<file path="src/rtl/dispensador_billetes.sv">
// Cash dispenser sequencer: validates a requested amount, then drives the bill
// mechanism one bill at a time (largest denomination first) with an ack handshake and jam watchdog.
module dispensador_billetes #(
  parameter int unsigned TIMEOUT   = 100,
  parameter int unsigned MONTO_MAX = 500000
) (
  input  logic        clk,
  input  logic        rst,
  input  logic        entregar_dinero,
  input  logic [31:0] monto,
  input  logic        billete_ack,
  output logic        billete_stb,
  output logic [2:0]  denominacion,
  output logic        ocupado,
  output logic        entrega_completa,
  output logic        monto_invalido,
  output logic        atasco,
  output logic [7:0]  billetes_entregados
);

  localparam int CNT_W = $clog2(TIMEOUT + 1);

  typedef enum logic [2:0] {
    IDLE, CHECK, SELECT, DISPENSE, DONE, ERROR
  } state_t;

  state_t            state, state_next;
  logic [31:0]       restante;
  logic [CNT_W-1:0]  wait_cnt;
  logic              monto_ok;
  logic              timeout_hit;
  logic [2:0]        denom_sel;

  function automatic logic [31:0] valor_billete(input logic [2:0] idx);
    case (idx)
      3'd0:    return 32'd20000;
      3'd1:    return 32'd10000;
      3'd2:    return 32'd5000;
      3'd3:    return 32'd2000;
      default: return 32'd1000;
    endcase
  endfunction

  assign monto_ok    = (restante != 32'd0) && (restante <= 32'(MONTO_MAX))
                       && ((restante % 32'd1000) == 32'd0);
  assign timeout_hit = (wait_cnt == CNT_W'(TIMEOUT - 1));

  // Greedy choice; restante is a nonzero multiple of 1000 whenever this is used.
  always_comb begin
    if      (restante >= 32'd20000) denom_sel = 3'd0;
    else if (restante >= 32'd10000) denom_sel = 3'd1;
    else if (restante >= 32'd5000)  denom_sel = 3'd2;
    else if (restante >= 32'd2000)  denom_sel = 3'd3;
    else                            denom_sel = 3'd4;
  end

  // NOTE: sequential state uses non-blocking assignments so every register
  // samples the pre-edge values of the others, independent of block order.
  always_ff @(posedge clk or negedge rst) begin
    if (!rst) state <= IDLE;
    else      state <= state_next;
  end

  // NOTE: next state defaults to the current state before the case, so no path
  // leaves state_next unassigned and no latch is inferred.
  always_comb begin
    state_next = state;
    case (state)
      IDLE:     if (entregar_dinero) state_next = CHECK;
      CHECK:    state_next = monto_ok ? SELECT : IDLE;
      SELECT:   state_next = (restante == 32'd0) ? DONE : DISPENSE;
      DISPENSE: begin
        if (billete_ack)      state_next = SELECT;
        else if (timeout_hit) state_next = ERROR;
      end
      DONE:     state_next = IDLE;
      ERROR:    state_next = ERROR;
      default:  state_next = IDLE;
    endcase
  end

  always_ff @(posedge clk or negedge rst) begin
    if (!rst) begin
      restante            <= '0;
      wait_cnt            <= '0;
      denominacion        <= '0;
      monto_invalido      <= 1'b0;
      billetes_entregados <= '0;
    end else begin
      monto_invalido <= (state == CHECK) && !monto_ok;
      case (state)
        IDLE: begin
          if (entregar_dinero) begin
            restante            <= monto;
            billetes_entregados <= '0;
          end
        end
        SELECT: begin
          wait_cnt <= '0;
          if (restante != 32'd0) denominacion <= denom_sel;
        end
        DISPENSE: begin
          if (billete_ack) begin
            restante <= restante - valor_billete(denominacion);
            if (billetes_entregados != 8'hFF)
              billetes_entregados <= billetes_entregados + 8'd1;
          end else if (!timeout_hit) begin
            wait_cnt <= wait_cnt + 1'b1;
          end
        end
        default: ;
      endcase
    end
  end

  // Decoded straight from the state register so reset drops them without a clock.
  assign billete_stb      = (state == DISPENSE);
  assign ocupado          = (state != IDLE);
  assign entrega_completa = (state == DONE);
  assign atasco           = (state == ERROR);

endmodule

</file>
<file path="config.mk">
export PLATFORM = sky130hd
export DESIGN_NAME = dispensador_billetes
export DESIGN_NICKNAME = d
export VERILOG_FILES = /design/src/rtl/dispensador_billetes.sv
export SDC_FILE = /design/constraint.sdc
export NUM_CORES = 1
export LEC_CHECK = 0
export CORE_UTILIZATION = 40
export DETAILED_ROUTE_END_ITERATION = 16
export GPL_ROUTABILITY_DRIVEN = 0
export GPL_TIMING_DRIVEN = 0
export HOLD_SLACK_MARGIN = 0.1
export PLACE_DENSITY_LB_ADDON = 0.25
export SLEW_MARGIN = 40
export SYNTH_ARGS = -nofsm -noshare
export SYNTH_HDL_FRONTEND = slang
export SYNTH_SLANG_ARGS = --single-unit
</file>
<file path="constraint.sdc">
create_clock -name clk -period 27.7 [get_ports clk]
set_input_delay 5.54 -clock clk [delete_from_list [all_inputs] [get_ports clk]]
set_output_delay 5.54 -clock clk [all_outputs]
set_load 0.01 [all_outputs]
</file>
After elaboration in Yosys (flattened, before gate mapping)
Index checks and enable logic that the tools add are counted.
- flip-flop bits (word level): 54
- input port bits: 36
- output and inout port bits: 16
- word-level logic and storage cells: 71
- add/subtract/negate cells: 3
- div/mod/pow operators: 1
- magnitude comparators: 5
- equality and inequality tests: 16
- muxes and demuxes: 23
- reduce and logical (&&, ||, !) cells: 17
- operators by type and width (operator ; count):
    32-bit two-way mux ; 4
    32-bit zero test ; 2
    32-bit case mux with 2 select lines ; 1
    15-bit case mux with 4 select lines ; 1
    32-bit by 11-bit greater-or-equal comparator with 1-bit output (second input constant) ; 1
    32-bit by 13-bit greater-or-equal comparator with 1-bit output (second input constant) ; 1
    32-bit by 14-bit greater-or-equal comparator with 1-bit output (second input constant) ; 1
    32-bit by 15-bit greater-or-equal comparator with 1-bit output (second input constant) ; 1
    32-bit by 19-bit <= comparator with 1-bit output (second input constant) ; 1
    32-bit by 10-bit remainder unit with 32-bit output (second input constant) ; 1
    32-bit nonzero test ; 1
    32-bit subtractor ; 1
    3-bit two-way mux ; 8
    8-bit two-way mux ; 3
    8-bit case mux with 2 select lines ; 1
    3-bit case mux with 5 select lines ; 1
    7-bit two-way mux ; 2
    7-bit case mux with 2 select lines ; 1
    3-bit by 2-bit == test with 1-bit output (second input constant) ; 4
    8-bit by 1-bit adder with 8-bit output (second input constant) ; 1
    2-bit inequality test (second input constant) ; 4
    8-bit inequality test (second input constant) ; 1
    7-bit by 1-bit adder with 7-bit output (second input constant) ; 1
    7-bit == test (second input constant) ; 1
    other kinds (13) ; 21

Depth between registers and ports, before layout
Gate-level depths: netlist of run 1.
- depth after elaboration: 7
- depth in mapped cells: 70
- depth with buffers taken out: 56

Least setup slack after synthesis of run 1
No wires, ideal clock.
- path type: reg2reg
- start: register restante[28]
- end: register state[1]
- library setup time: 67 ps
- data arrival time: 15462 ps
- data required time: 27633 ps
- path slack: 12171 ps
- cell stages (with the launch flop): 63
- buffers on the path: 7
- clock period less this slack: 15529 ps
- cell sequence: dfrtp_1 and4_1 buf_6 xnor2_1 a2111o_1 and4_1 buf_2 or2_1 buf_2 a211o_1 o211ai_2 nand4_4 o21a_1 buf_2 and4_1 or4_4 a21oi_2 nor3_1 [... 27 more ...] a21oi_2 o31ai_2 o211ai_2 mux4_2 a31oi_4 o2111ai_4 a2111o_1 a22oi_1 nor2_1 and2_1 buf_2 o41ai_4 a21oi_2 a221oi_2 a21oi_1 a2111o_1 a2111oi_2 o221a_1
- cells in the longest elaborated chain, start to end: 5
- elaborated cells between the ends (all ways): 10
- those cells by class: div (1); order compare (1); mux (3); reduce/logical (5)
- ends and longest elaborated chain (item ; line ; RTL):
    start: declaration ; 28 ; logic [31:0] restante;
    start signal: assignment ; 94 ; restante <= monto;
    start signal: assignment ; 104 ; restante <= restante - valor_billete(denominacion);
    32-bit by 10-bit remainder unit with 32-bit output (tied with other cells) ; 45 ; && ((restante % 32'd1000) == 32'd0);
    32-bit zero test / 1-bit logical AND (equally long branches) ; 45, 44 ;
    1-bit logical AND ; 45 ;
    2-bit two-way mux ; 70 ; CHECK: state_next = monto_ok ? SELECT : IDLE;
    3-bit case mux with 5 select lines (*) ; 68 ; case (state)
    end signal: assignment ; 61 ; else state <= state_next;
    end: declaration ; 27 ; state_t state, state_next;
Mark *: on every way between the ends. The rest lies on a longest branch, timed or not.
A chain may end at the register's enable or synchronous reset.

Final worst setup path of run 1
- start: register restante[26]
- end: register state[1]
Same word-level chain as after synthesis.

==> impl_metrics.tcl, run 1 <==
set metrics [dict create \
    groute.usage.overall 0.2395 \
    post_route_cells_drive_above_1_share 0.09896 \
    hold_path_class "flop to flop" \
    r2r-end "state[1]$_DFFE_PN0P_" \
    floorplan.die_area_um2 27280 \
    finalHoldViolations 0 \
    timing.hold.worst.start "restante[0]$_DFFE_PN0P_" \
    post_synth_main_area_contributors "dfrtp_1 (13%), nor2_1 (5.4%), a21oi_1 (4.8%)" \
    crit_arrival_ps 18700 \
    pin_count_of_the_biggest_net_entering_global_routing 41 \
    antenna-diode-count 0 \
    cts_buffers 5 \
    grt_pass1_wl_um 54060 \
    post-synth-top-area-fraction 0.1269 \
    syn-instance-count 1476 \
    drc 0 \
    slew-limit-headroom 0.4680 \
    final_common_cell "nor2_1" \
    worst_slew_pin_tran_ps 798.0 \
    critPathSlowestCell "mux4_2" \
    crit-reg2reg-launch "restante[26]$_DFFE_PN0P_" \
    worst-endpoint-required_ps 27940 \
    drt.antenna.violating_nets 0 \
    worst_path_largest_cell_delay_ps 660 \
    critPathLaunchType "flop" \
    rows 59 \
    asyncSetResetFlopFracSynth 1.000 \
    syn2layout_area_growth_pct 10.48 \
    worst_case_clock_skew_ps 5.044 \
    capturing_element_type_of_the_critical_path "flop" \
    avgSynthCellArea_um2 7.216 \
    most_used_cells_in_the_layout_excluding_fill_and_tap_cells "nor2_1 (154), nand2_1 (122), a21oi_1 (103)" \
    final.period_utilization 0.6663 \
    clk_transition_reported_paths_ps 80 \
    die_x_um 165.2 \
    place.port_buffers 51 \
    global_route.overflow_total 0 \
    seq_area_frac_synth 0.1269 \
    status "complete, no violations" \
    clock_tree.htree_level_count 2 \
    post-cts-setup-buffer-count 0 \
    clkSinkCount 54 \
    cts_tree "yes" \
    initial_antenna_violation_count 0 \
    setup_repair_after_global_routing_missed_its_margin "no" \
    crit_path_max_fanout 10 \
    r2r.worst_path.cells 58 \
    top_level_ports 52 \
    critical-path-top-cell-by-count "a21oi_1" \
    syn_nets 1526 \
    synth_top_area_cell "dfrtp_1" \
    period_needed_ps 18460 \
    dp_hpwl_um 25810 \
    highest_achievable_clock_rate_mhz 54.18 \
    syn_area_um2 10650 \
    clock_tree.buffer_depth 2 \
    min_to "restante[0]$_DFFE_PN0P_" \
    ctsHoldBuffers 0 \
    synth-seq-cells 54 \
    route.detailed.wl_per_inst_um 17.66 \
    critical_path_class "flop to flop" \
    initialDrtViolationCount 899 \
    postRouteWirelength_um 33040 \
    yosys_warnings 0 \
    setup_violations_final 0 \
    ys_types 119 \
    cts_root_buffer "clkbuf_16" \
    synth-edff-count 0 \
    first_global_vias 10670 \
    fin_nets 1585 \
    clk_latency_ps 300 \
    hold_path_stages 1 \
    dominantRegCellSynth "dfrtp_1" \
    postCtsResizedCells 0 \
    detailroute.via_count 11860 \
    vias_per_cell 6.341 \
    timing.setup.tns_ps 0 \
    core_area_um2 26060 \
    floorplan.initialDensity 0.4087 \
    flop2flop_setup_slack_ps 9240 \
    die_y_um 165.2 \
    max_cap_viol_count 0 \
    drt_pass1_iterations 5 \
    timing.final.max_slew_violations 0 \
]
## sequential cells by signal, summed over array words and instances (netlist names)
signal,flops
billetes_entregados,8
denominacion,3
monto_invalido,1
restante,32
state,3
wait_cnt,7
## cell usage after synthesis, types with 12 or more instances
library cell and instances:
inv_1 33, nand2_1 122, nand4_1 21, nand3_1 57
a21oi_1 103, or3_1 22, mux2_2 12, a211oi_1 28
ha_1 13, buf_2 20, xnor2_1 43, o21ai_0 88
dfrtp_1 54, nor2b_1 16, o211ai_1 24, o21a_1 21
nor4_1 17, clkbuf_1 61, a21o_1 26, o22ai_1 18
nor3_1 52, o21ai_1 19, mux2i_1 29, nand2b_1 17
xor2_1 16, and3_1 17, a31oi_1 16, and2_1 26
nor2_1 154
## per-layer routing
layer  routed length [µm]  part of all wire  up-vias  track usage
met5                    0                 0        -            0
met4                  607             0.018        0      0.05338
met3                 1513             0.046       41      0.01623
met2                15110              0.46      337       0.3943
met1                15800              0.48     5663       0.3396
li1                     -                 -     5823            -
## cell families (layout without fill, tap and decap cells)
family / count (synthesis) / after routing / synth area share
multiplexers: 48 / 48 / 0.04969
flip-flops: 54 / 54 / 0.1269
AO/OA/AOI/OAI: 557 / 557 / 0.3970
AND/OR/NAND/NOR: 596 / 596 / 0.2859
adder cells (fa/ha/maj): 23 / 23 / 0.02561
buffers and inverters: 130 / 190 / 0.05204
XOR/XNOR: 68 / 68 / 0.06284
## worst max-delay path: cells and delay by family, from the launching register on
family	cells	cell delay, ps
XOR/XNOR	3	1440
flip-flops	1	390
multiplexers	5	2320
AO/OA/AOI/OAI	36	10640
buffers and inverters	4	950
AND/OR/NAND/NOR	10	2620
## worst max path at each step
| stage | start | to | slack [ps] | cells past startpoint |
|---|---|---|---|---|
| 6_report | restante[26]$_DFFE_PN0P_ | state[1]$_DFFE_PN0P_ | 9240 | 58 |
| 3_5_place_dp | restante[26]$_DFFE_PN0P_ | state[1]$_DFFE_PN0P_ | 9590 | 57 |
| 4_1_cts | restante[26]$_DFFE_PN0P_ | state[1]$_DFFE_PN0P_ | 9510 | 58 |
| 2_1_floorplan | restante[28]$_DFFE_PN0P_ | state[1]$_DFFE_PN0P_ | 12170 | 62 |
| 3_3_place_gp | restante[26]$_DFFE_PN0P_ | state[1]$_DFFE_PN0P_ | 9710 | 58 |
| 5_1_grt | restante[26]$_DFFE_PN0P_ | state[1]$_DFFE_PN0P_ | 7820 | 58 |
## through the flow
step,instance area [µm²],util,std cells,setup slack (ps),hold slack (ps)
6_report,11770,0.4516,1871,9244,506.5
3_3_place_gp,11580,0.4444,1862,9708,486.2
2_1_floorplan,10650,-,1476,12170,472.1
3_5_place_dp,11620,0.4458,1863,9593,491.9
5_1_grt,11770,0.4516,1871,7819,535.0
4_1_cts,11770,0.4516,1871,9508,509.2
## layout make-up
class,instances,area (µm²)
buffer,92,411.6
clock buffer,5,125.1
clock inverter,3,25.02
fill,2644,14290
inverter,38,142.6
multi-input combinational,1292,8765
sequential,54,1351
tap,335,419.2
timing repair buffer,52,528.0
Power of run 1 is not shown: default switching activity piles up to over one toggle a cycle in this logic, so the estimate is an artifact.
==> run 2, diff against run 1 <==
==> constraint.sdc (replaced) <==
create_clock -name clk -period 19.2 [get_ports clk]
set_input_delay 3.84 -clock clk [delete_from_list [all_inputs] [get_ports clk]]
set_output_delay 3.84 -clock clk [all_outputs]
set_load 0.01 [all_outputs]
==> impl_metrics.tcl, run 2 (synthesized netlist as in run 1, its figures left out) <==
set metrics [dict create \
    drt_pass1_iterations 5 \
    met3WireLength_um 1379 \
    slew-limit-headroom 0.4539 \
    pin_count_of_the_biggest_net_entering_global_routing 41 \
    clkSinkCount 54 \
    timing.setup.tns_ps 0 \
    critPathSlowestCell "mux4_2" \
    drt.antenna.violating_nets 0 \
    clock_tree.buffer_depth 2 \
    worst_case_clock_skew_ps 6.628 \
    m1WireLength_um 16000 \
    placed_area_um2 11620 \
    floorplan.initialDensity 0.4087 \
    cts_buffers 5 \
    clock_tree.htree_level_count 2 \
    clk_latency_ps 300 \
    initial_antenna_violation_count 0 \
    capturing_element_type_of_the_critical_path "flop" \
    highest_layer "met4" \
    global_route.overflow_total 0 \
    highest_achievable_clock_rate_mhz 55.63 \
    max_cap_viol_count 0 \
    largest_registers "restante: 32 flops, billetes_entregados: 8 flops, wait_cnt: 7 flops" \
    post-cts-setup-buffer-count 0 \
    setup_violations_final 0 \
    core_area_um2 26060 \
    crit-reg2reg-launch "restante[26]$_DFFE_PN0P_" \
    place.port_buffers 51 \
    die_y_um 165.2 \
    crit_arrival_ps 18220 \
    die_x_um 165.2 \
    vias_per_cell 6.312 \
    worst_slew_pin_tran_ps 819.2 \
    post_route_cells_drive_above_1_share 0.1061 \
    hold_path_stages 1 \
    final_common_cell "nor2_1" \
    r2r-end "state[1]$_DFFE_PN0P_" \
    registers.top_by_ff_count "restante" \
    postRouteWirelength_um 33110 \
    worst-endpoint-required_ps 19440 \
    period_needed_ps 17980 \
    r2r.worst_path.cells 58 \
    met2_wirelength_um 15120 \
    timing.hold.worst.start "restante[0]$_DFFE_PN0P_" \
    floorplan.die_area_um2 27280 \
    post-place-cells 1863 \
    rows 59 \
    flop2flop_setup_slack_ps 1220 \
    final.period_utilization 0.9362 \
    critPathLaunchType "flop" \
    critical-path-top-cell-by-count "a21oi_1" \
    clk_transition_reported_paths_ps 80 \
    status "complete, no violations" \
    min_to "restante[0]$_DFFE_PN0P_" \
    cts_root_buffer "clkbuf_16" \
    final_cells 1871 \
    crit_path_max_fanout 10 \
    fin_nets 1585 \
    route.detailed.wl_per_inst_um 17.69 \
    cts_tree "yes" \
    drc 0 \
    timing.final.max_slew_violations 0 \
    finalHoldViolations 0 \
    most_used_cells_in_the_layout_excluding_fill_and_tap_cells "nor2_1 (153), nand2_1 (122), a21oi_1 (102)" \
    hold_path_class "flop to flop" \
    largest_reg_flops 32 \
    detailroute.via_count 11810 \
    top_level_ports 52 \
    groute.usage.overall 0.2395 \
    final_util 0.4547 \
    critical_path_class "flop to flop" \
    final_area_um2 11850 \
    worst_path_largest_cell_delay_ps 650 \
    antenna-diode-count 0 \
    first_global_vias 10670 \
    dp_hpwl_um 25810 \
    initialDrtViolationCount 878 \
    grt_pass1_wl_um 54060 \
    syn2layout_area_growth_pct 11.24 \
]
==> run 2: cell types whose count changed in the layout (fill, tap and decap cells not counted), moves of 2 or more <==
cell     delta
mux2i_1     -2
mux2i_2     +2
xnor2_1     -3
xnor2_2     +3
==> run 2: layout make-up <==
cell class | instances | area [µm²]
Clock inverter | 3 | 25.02
Buffer | 92 | 411.6
Timing Repair Buffer | 52 | 528.0
Tap cell | 335 | 419.2
Fill cell | 2634 | 14210
Clock buffer | 5 | 125.1
Multi-Input combinational cell | 1292 | 8846
Inverter | 38 | 142.6
Sequential cell | 54 | 1351
==> run 2: timing repair <==
action                                 CTS  global route
hold buffers                             0             0
setup endpoints to repair                0             2
gates resized for setup                  0            14
endpoints found under the hold margin    0             0
==> run 2: per-stage QoR <==
stage          hold WS [ps]  setup WS (ps)
6_report              507.8           1225
3_3_place_gp          486.2           1208
5_1_grt               535.0         -15.58
3_5_place_dp          491.9           1093
4_1_cts               509.2           1008
2_1_floorplan         472.1           3671
==> run 2: routing by layer <==
layer / vias up / GRT usage
met4: 0 / 0.05338
met1: 5658 / 0.3396
li1: 5818 / -
met3: 41 / 0.01623
met5: - / 0
met2: 292 / 0.3943
==> run 2: critical path: cells and delay by family (launching register included) <==
| kind | cells | cell delay (ps) |
|---|---|---|
| AOI/OAI and AO/OA | 38 | 11200 |
| and+or+nand+nor | 10 | 2690 |
| muxes | 4 | 1820 |
| buffers and inverters | 4 | 930 |
| xor gates and xnor gates | 2 | 830 |
| DFF | 1 | 390 |
==> run 2: worst max path at each step <==
stage / startpoint / end / slack [ps] / cells past startpoint
finish: restante[26]$_DFFE_PN0P_ / state[1]$_DFFE_PN0P_ / 1220 / 58
global route: restante[26]$_DFFE_PN0P_ / state[1]$_DFFE_PN0P_ / -20 / 59
CTS: restante[26]$_DFFE_PN0P_ / state[1]$_DFFE_PN0P_ / 1010 / 58
detailed placement: restante[26]$_DFFE_PN0P_ / state[1]$_DFFE_PN0P_ / 1090 / 57
global placement: restante[26]$_DFFE_PN0P_ / state[1]$_DFFE_PN0P_ / 1210 / 58
floorplan: restante[28]$_DFFE_PN0P_ / state[1]$_DFFE_PN0P_ / 3670 / 62
Power of run 2 is left out for the same reason.
==> run 3, diff against run 2 <==
--- a/config.mk
+++ b/config.mk
@@ -5,12 +5,14 @@
 export SDC_FILE = /design/constraint.sdc
 export NUM_CORES = 1
 export LEC_CHECK = 0
+export CAP_MARGIN = 5
 export CORE_UTILIZATION = 40
 export DETAILED_ROUTE_END_ITERATION = 16
 export GPL_ROUTABILITY_DRIVEN = 0
 export GPL_TIMING_DRIVEN = 0
 export HOLD_SLACK_MARGIN = 0.1
 export PLACE_DENSITY_LB_ADDON = 0.25
+export SKIP_LAST_GASP = 1
 export SLEW_MARGIN = 40
 export SYNTH_ARGS = -nofsm -noshare
 export SYNTH_HDL_FRONTEND = slang
==> results of run 3 <==
Same layout as run 2: the final DEF is identical, and so are final timing and power.
Power of run 3 is left out for the same reason.
